`src/rtl/ball_motion_ctrl.sv`:
```
// Projectile controller for a basketball shot: launch, per-frame ballistic update, score/miss, timed hold.
// Frame updates land one cycle after frame_tick; launch is dropped (not queued) while busy.
module ball_motion_ctrl #(
  parameter int X_START     = 80,
  parameter int Y_START     = 400,
  parameter int HOOP_X0     = 520,
  parameter int HOOP_X1     = 560,
  parameter int HOOP_Y      = 200,
  parameter int X_MAX       = 639,
  parameter int Y_FLOOR     = 470,
  parameter int GRAVITY     = 1,
  parameter int HOLD_FRAMES = 60
) (
  input  logic       clk,
  input  logic       reset_n,
  input  logic       frame_tick,
  input  logic       launch,
  input  logic [4:0] vx_init,
  input  logic [5:0] vy_init,
  output logic [9:0] ball_x,
  output logic [9:0] ball_y,
  output logic       busy,
  output logic       scored,
  output logic       missed,
  output logic [1:0] state
);

  typedef enum logic [1:0] {
    S_IDLE   = 2'd0,
    S_FLIGHT = 2'd1,
    S_RESULT = 2'd2
  } state_e;

  localparam int CNT_W = (HOLD_FRAMES < 2) ? 1 : $clog2(HOLD_FRAMES + 1);

  localparam logic signed [10:0] HOOP_X0_S = 11'(HOOP_X0);
  localparam logic signed [10:0] HOOP_X1_S = 11'(HOOP_X1);
  localparam logic signed [10:0] HOOP_Y_S  = 11'(HOOP_Y);
  localparam logic signed [10:0] X_MAX_S   = 11'(X_MAX);
  localparam logic signed [10:0] Y_FLOOR_S = 11'(Y_FLOOR);

  state_e                  state_q, state_d;
  logic        [9:0]       x_q, x_d;
  logic        [9:0]       y_q, y_d;
  logic        [4:0]       vx_q, vx_d;
  logic signed [7:0]       vy_q, vy_d;
  logic        [CNT_W-1:0] cnt_q, cnt_d;
  logic                    busy_q, busy_d;
  logic                    scored_q, scored_d;
  logic                    missed_q, missed_d;

  logic signed [10:0]      x_n, y_n;
  logic signed [8:0]       vy_sum;
  logic        [CNT_W-1:0] cnt_inc;
  logic                    hit, miss;

  always_comb begin
    // 11-bit signed sums leave headroom so nothing wraps before the clamps act
    x_n     = $signed({1'b0, x_q}) + $signed({6'b000000, vx_q});
    y_n     = $signed({1'b0, y_q}) + $signed({{3{vy_q[7]}}, vy_q});
    vy_sum  = $signed({vy_q[7], vy_q}) + $signed(9'(GRAVITY));
    cnt_inc = cnt_q + CNT_W'(1);
    hit     = (vy_q > 8'sd0) && (y_q < 10'(HOOP_Y)) && (y_n >= HOOP_Y_S)
              && (x_n >= HOOP_X0_S) && (x_n <= HOOP_X1_S);
    miss    = (x_n >= X_MAX_S) || (y_n >= Y_FLOOR_S);

    state_d  = state_q;
    x_d      = x_q;
    y_d      = y_q;
    vx_d     = vx_q;
    vy_d     = vy_q;
    cnt_d    = cnt_q;
    scored_d = 1'b0;
    missed_d = 1'b0;

    case (state_q)
      S_IDLE: begin
        if (launch) begin
          vx_d    = vx_init;
          vy_d    = -$signed({2'b00, vy_init});
          x_d     = 10'(X_START);
          y_d     = 10'(Y_START);
          state_d = S_FLIGHT;
        end
      end
      S_FLIGHT: begin
        if (frame_tick) begin
          vy_d = (vy_sum > 9'sd127) ? 8'sd127 : vy_sum[7:0];
          x_d  = x_n[9:0];
          y_d  = y_n[10] ? 10'd0 : y_n[9:0];
          if (hit) begin
            scored_d = 1'b1;
            cnt_d    = '0;
            state_d  = S_RESULT;
          end else if (miss) begin
            if (x_n >= X_MAX_S)   x_d = 10'(X_MAX);
            if (y_n >= Y_FLOOR_S) y_d = 10'(Y_FLOOR);
            missed_d = 1'b1;
            cnt_d    = '0;
            state_d  = S_RESULT;
          end
        end
      end
      S_RESULT: begin
        if (frame_tick) begin
          if (cnt_inc == CNT_W'(HOLD_FRAMES)) begin
            cnt_d   = '0;
            x_d     = 10'(X_START);
            y_d     = 10'(Y_START);
            state_d = S_IDLE;
          end else begin
            cnt_d = cnt_inc;
          end
        end
      end
      default: state_d = S_IDLE;
    endcase

    busy_d = (state_d != S_IDLE);
  end

  always_ff @(posedge clk or negedge reset_n) begin
    if (!reset_n) begin
      state_q  <= S_IDLE;
      x_q      <= 10'(X_START);
      y_q      <= 10'(Y_START);
      vx_q     <= '0;
      vy_q     <= '0;
      cnt_q    <= '0;
      busy_q   <= 1'b0;
      scored_q <= 1'b0;
      missed_q <= 1'b0;
    end else begin
      state_q  <= state_d;
      x_q      <= x_d;
      y_q      <= y_d;
      vx_q     <= vx_d;
      vy_q     <= vy_d;
      cnt_q    <= cnt_d;
      busy_q   <= busy_d;
      scored_q <= scored_d;
      missed_q <= missed_d;
    end
  end

  assign ball_x = x_q;
  assign ball_y = y_q;
  assign busy   = busy_q;
  assign scored = scored_q;
  assign missed = missed_q;
  assign state  = state_q;

endmodule
```
`config.mk`:
```
export PLATFORM = sky130hd
export DESIGN_NAME = ball_motion_ctrl
export DESIGN_NICKNAME = d
export VERILOG_FILES = /design/src/rtl/ball_motion_ctrl.sv
export SDC_FILE = /design/constraint.sdc
export NUM_CORES = 1
export LEC_CHECK = 0
export ABC_CLOCK_PERIOD_IN_PS = 5900
export BUFFER_PORTS_ARGS = -buffer_cell sky130_fd_sc_hd__buf_2
export CAP_MARGIN = 10
export CORE_MARGIN = 1
export CORE_UTILIZATION = 63
export DETAILED_ROUTE_END_ITERATION = 10
export PLACE_DENSITY = 0.89
export SYNTH_ARGS = -nofsm -noshare
export SYNTH_HDL_FRONTEND = slang
export SYNTH_SLANG_ARGS = --single-unit
```
`constraint.sdc`:
```
create_clock -name clk -period 5.9 [get_ports clk]
set_clock_uncertainty 0.15 [all_clocks]
set_input_delay 1.18 -clock clk [delete_from_list [all_inputs] [get_ports clk]]
set_output_delay 1.18 -clock clk [all_outputs]
set_load 0.02 [all_outputs]
```
Yosys cells after proc, flatten, opt, wreduce, memory -nomap -nowiden. Cells that the tools add are included.

Register bits: 44. Latch bits: 0. RAM bits: 0. Memory bits (read-only): 0. Input port bits: 15. Output and inout port bits: 25. Logic and storage cells: 85. Memories: 0.

$add $sub $neg: 5. $mul: 0. Div/mod/pow operators: 0. Order comparisons: 8. Equal/unequal tests: 8. Shift operators: 0. Muxes and demuxes: 41. Bitwise logic cells: 0. Reductions and logical operators: 14.

Operators by type and width (count): $mux W10 (15); $pmux W10 S3 (2); $mux W6 (5); $mux W8 (3); $ge A11 B11 Y1 const B (2); $pmux W8 S2 (1); $mux W2 (6); $pmux W6 S2 (1); $add A10 B5 Y11 (1); $add A11 B8 Y11 (1); $ge A11 B10 Y1 const B (1); $ge A11 B9 Y1 const B (1); $le A11 B11 Y1 const B (1); $lt A10 B8 Y1 const B (1); $add A8 B2 Y9 const B (1); $gt A9 B8 Y1 const B (1); $gt A8 B1 Y1 const B (1); $ne A2 B2 Y1 const B (4); $neg A6 Y8 (1); $mux W1 (7); $add A6 B1 Y6 const B (1); $eq A6 B6 Y1 const B (1); $pmux W2 S3 (1); $reduce_bool A2 Y1 (3); other kinds (11) (14).

Longest topological paths before layout.
Word-level depth: 9. Mapped depth: 12. Depth with buffers taken out: 11.

Least setup slack after synthesis. No wires, ideal clock.

Path type: register to register. From: register x_q[0] (netlist: ball_x[0]). To: register cnt_q[0]. Library setup time: 127 ps. Arrival: 2956 ps. Required time: 5623 ps. Path slack: 2668 ps. Stages on the path, launching flop included: 12. Buffers on the path: 0. Clock period less this slack: 3232 ps. Path through: dfrtp_1 ha_1 inv_1 fa_1 nand2b_1 a21oi_1 o211ai_1 or2_2 o311a_1 or4_4 a31oi_4 o21ai_1.

Cells in the longest elaborated chain, start to end: 7. Elaborated cells on any way between the ends: 12. Those cells by class: 1 x add/sub; 3 x order compare; 1 x eq/ne; 3 x mux; 4 x reduce/logical.

RTL lines: start, declared (line 43) `logic [9:0] x_q, x_d;`; start signal, assigned (line 125) `x_q <= 10'(X_START);`; $add A10 B5 Y11 * (line 59) `x_n = $signed({1'b0, x_q}) + $signed({6'b000000, vx_q});`; $ge A11 B11 Y1 (line 64) `&& (x_n >= HOOP_X0_S) && (x_n <= HOOP_X1_S);`; $logic_and A1 B1 Y1 (2 in a row) (line 64); $mux W6 (line 91) `if (hit) begin`; $mux W6 (line 87) `if (frame_tick) begin`; $pmux W6 S2 (line 76) `case (state_q)`; end signal, assigned (line 139) `cnt_q <= cnt_d;`; end, declared (line 47) `logic [CNT_W-1:0] cnt_q, cnt_d;`.

Every way passes the cells marked *; elsewhere a longest branch is shown, timed or not. The select of a mux whose other input is x is not followed. A chain may end at the register's enable or synchronous reset.

Worst setup path after layout.
From: register vy_q[0]. To: register y_q[0] (netlist: ball_y[0]).

Cells in the longest elaborated chain, start to end: 8. Elaborated cells on any way between the ends: 15. Those cells by class: 1 x add/sub; 3 x order compare; 6 x mux; 5 x reduce/logical.

RTL lines: start, declared (line 46) `logic signed [7:0] vy_q, vy_d;`; start signal, assigned (line 138) `vy_q <= vy_d;`; $add A11 B8 Y11 / $gt A8 B1 Y1 (equally long branches) (line 60, 63); $ge A11 B9 Y1 / $logic_and A1 B1 Y1 (equally long branches) (line 63) `hit = (vy_q > 8'sd0) && (y_q < 10'(HOOP_Y)) && (y_n >= HOOP_Y_S)`; $logic_and A1 B1 Y1 (line 63); $logic_and A1 B1 Y1 (2 in a row) (line 64); $mux W10 * (line 91); $mux W10 * (line 87); $pmux W10 S3 * (line 76); end signal, assigned (line 126) `y_q <= 10'(Y_START);`; end signal, assigned (line 136) `y_q <= y_d;`; end, declared (line 44) `logic [9:0] y_q, y_d;`.

Marks and branches as above.

==> results.ini <==
[critical_path]
crit_path_cell_trace=ha_1, inv_1, fa_1, nand2b_1, a21oi_1, xnor2_1, or3_1, a311oi_1, o311ai_2, and3_1, a22o_1
crit_type=reg2reg
r2r_start=vy_q[0]
r2r_cells=11
cp-end-kind=flop
cp_slowest_cell=a311oi_1
critPathLaunchType=flop
crit_required_ns=5.94
cpPeakStageDelay_ns=0.47
critPathMaxFanout=7
reg2reg_slack_ns=2.49
arrival_ns=3.45
worstReg2RegEnd=ball_y[0]

[worst_hold_path]
hold_end=vx_q[0]
holdPathStages=2
min_from=vx_q[0]
hold_class=reg2reg

[cts]
cts_resized=0
cts_max_path_buffers=2
clk_pin_slew_worst_paths_ns=0.09
cts-htree-levels=2
numClockSinks=44
postCtsSetupBuffers=0
cts_made_buffers=5
clk_latency_ns=0.31
postCtsHoldBufs=0
cts_tree=yes
cts-root-buf=clkbuf_8

[run]
drv_cap=0

[sta]
fmax_mhz=293.3
final-hold-violation-count=0
timing.setup.tns_ns=0
setup_viol=0
maxSlewViolCount=0
slew_headroom_pct=34.03
post-route-min-period_ns=3.409
tightest_slew_ns=0.9896
rsz0062_at_grt=false
fin_crit_sh_pct=57.78

[cells_and_area]
fin_area_um2=3581
synthToLayoutAreaGrowth_pct=10.76
diodes=0
final_nets=445
postLayoutCoreUtil_pct=74.34
fillCellCount=393
drive_gt1_share_pct=15.89

[place]
hpwlAfterDp_mm=5.732
gp_congestion=0.9746
io_buffers=39
place_area_um2=3460

[synthesis]
synthDistinctLibCells=61
ys_seq_area_share_pct=34.25
synth-edff-count=0
postSynth.asyncResetShare_pct=100.0
ys.flop_type=dfrtp_1
syn-num-nets=412
synth_warnings=0
synth_area_um2=3233
netlist_instances=375
ys_ff_latch=44
synth.avg_cell_area_um2=8.622

[grt]
grt_pass1_wl_mm=13.12
grt_max_degree=45
gr-usage-all-layers_pct=31.29
first_global_vias=2772
grt_overflow=0
antenna_found_initial=0

[detailed_routing]
drt_drc_violations_left=0
dr.first_iter.drc_count=391
vias_per_cell=6.426
vias=3059
wl_mm=8.057
first_pass_iters=6
wl_per_cell_um=16.93
ant_nets=0

[floorplan]
die_area_um2=5422
die_h_um=73.64
boundaryPins=40
start_util_pct=67.12
row_count=25
fp.coreArea_um2=4817
die_w_um=73.64

[pwr]
peakVddDrop_mv=0.3260
p_leak_nw=1.600
p_per_area_nw_per_um2=651.4

[run_status]
outcome=complete, no violations

[how the worst max path moves through the flow]
stage / start / end / slack, ns / depth (start not counted)
6_report: vy_q[0] / ball_y[0] / 2.49 / 11
5_1_grt: vy_q[0] / ball_y[0] / 2.30 / 11
4_1_cts: vy_q[0] / ball_y[0] / 2.55 / 11
3_5_place_dp: vy_q[0] / ball_y[0] / 2.61 / 11
3_3_place_gp: ball_x[0] / cnt_q[1] / 2.67 / 11
2_1_floorplan: ball_x[0] / cnt_q[0] / 2.67 / 11
[cells in the final DEF (no fill, tap or decap), types with 3 or more instances in the layout]
cell type / synthesis / final
nand2b_1: 7 / 7
a31oi_1: 16 / 16
a21o_1: 9 / 9
nand2_1: 48 / 48
o22ai_1: 4 / 4
or3_1: 3 / 3
nand3_1: 13 / 13
a32oi_1: 3 / 3
nand4_1: 3 / 3
nor2_1: 22 / 22
clkbuf_8: 0 / 6
o21ai_1: 7 / 7
o211ai_1: 4 / 4
xor2_1: 10 / 10
a21oi_1: 20 / 20
dfrtp_1: 39 / 39
and3_1: 3 / 3
a211o_1: 3 / 3
o21ai_0: 24 / 24
nor3_1: 7 / 7
o22a_1: 6 / 6
or2_2: 3 / 3
inv_1: 16 / 16
nor2b_1: 10 / 10
buf_2: 1 / 39
a22o_1: 5 / 5
o2111ai_1: 3 / 3
dfstp_2: 5 / 5
xnor2_1: 11 / 11
ha_1: 20 / 20
[cell type report]
| type | count | area (µm²) | share of cell area (%) |
|---|---|---|---|
| multi-input cells | 302 | 2013 | 56.22 |
| flip-flops and latches | 44 | 1107 | 30.92 |
| repair buffers | 39 | 195.2 | 5.451 |
| well taps | 67 | 83.83 | 2.341 |
| clock buffers | 6 | 82.58 | 2.306 |
| inverters | 16 | 60.06 | 1.677 |
| clock inverters | 2 | 38.79 | 1.083 |
[synthesized netlist by cell type, types with 4 or more instances]
cell type	number	area, µm²
a22o_1	5	43.79
dfrtp_1	39	975.9
dfstp_2	5	131.4
o22ai_1	4	25.02
o211ai_1	4	30.03
clkbuf_1	9	33.78
o21ai_0	24	120.1
a21o_1	9	67.56
a21oi_1	20	100.1
a31oi_1	16	100.1
nand3_1	13	65.06
o21ai_1	7	35.03
nor3_1	7	35.03
nor2_1	22	82.58
nand2b_1	7	43.79
inv_1	16	60.06
ha_1	20	250.2
nand2_1	48	180.2
nor2b_1	10	62.56
xnor2_1	11	96.34
o22a_1	6	52.55
xor2_1	10	87.58
[registers in the layout (all words and copies together), names as in the netlist]
name and flops:
state 2, vx_q 5, busy 1, ball_y 10, scored 1, missed 1, ball_x 10, cnt_q 6
vy_q 8
[power by group]
part,switching [mW],internal (mW),leakage (nW)
Combinational,0.923,0.578,0.993
Sequential,0.159,0.421,0.545
Clock,0.113,0.139,0.0614
[logic make-up (layout without fill, tap and decap cells)]
family / count (synthesis) / after routing / share of synthesized area (%)
flip-flops: 44 / 44 / 34.25
buffers and inverters: 29 / 63 / 3.483
AO/OA/AOI/OAI: 127 / 127 / 27.21
multiplexers: 2 / 2 / 0.6965
XOR/XNOR: 21 / 21 / 5.689
adder cells (fa/ha/maj): 22 / 22 / 8.978
AND/OR/NAND/NOR: 130 / 130 / 19.70
[worst max-delay path: cells and delay by family, from the launching register on]
kind / cells / cell delay, ns
DFF: 1 / 0.46
AOI/OAI and AO/OA: 4 / 1.01
adders and majority gates: 2 / 0.66
xor gates and xnor gates: 1 / 0.11
and+or+nand+nor: 3 / 0.85
buffers and inverters: 1 / 0.07
[metrics by stage]
step,setup WS (ns),power [mW],std cells,hold slack [ns]
global placement,2.674,1.984,468,0.3153
detailed placement,2.614,2.023,468,0.3233
global route,2.303,2.502,476,0.3781
finish,2.491,2.332,476,0.3421
CTS,2.553,2.300,476,0.3464
floorplan,2.668,1.677,375,0.2997
[routing by layer]
metal	wire, µm	vias up	share of wire [%]	GRT usage [%]
met5	0	-	0	0
met4	101	0	1.3	10.26
met3	565	11	7.0	6.036
met2	3807	133	47	49.13
met1	3583	1466	44	43.37
li1	-	1449	-	-
No activity file was read; power rests on OpenSTA's default activity.
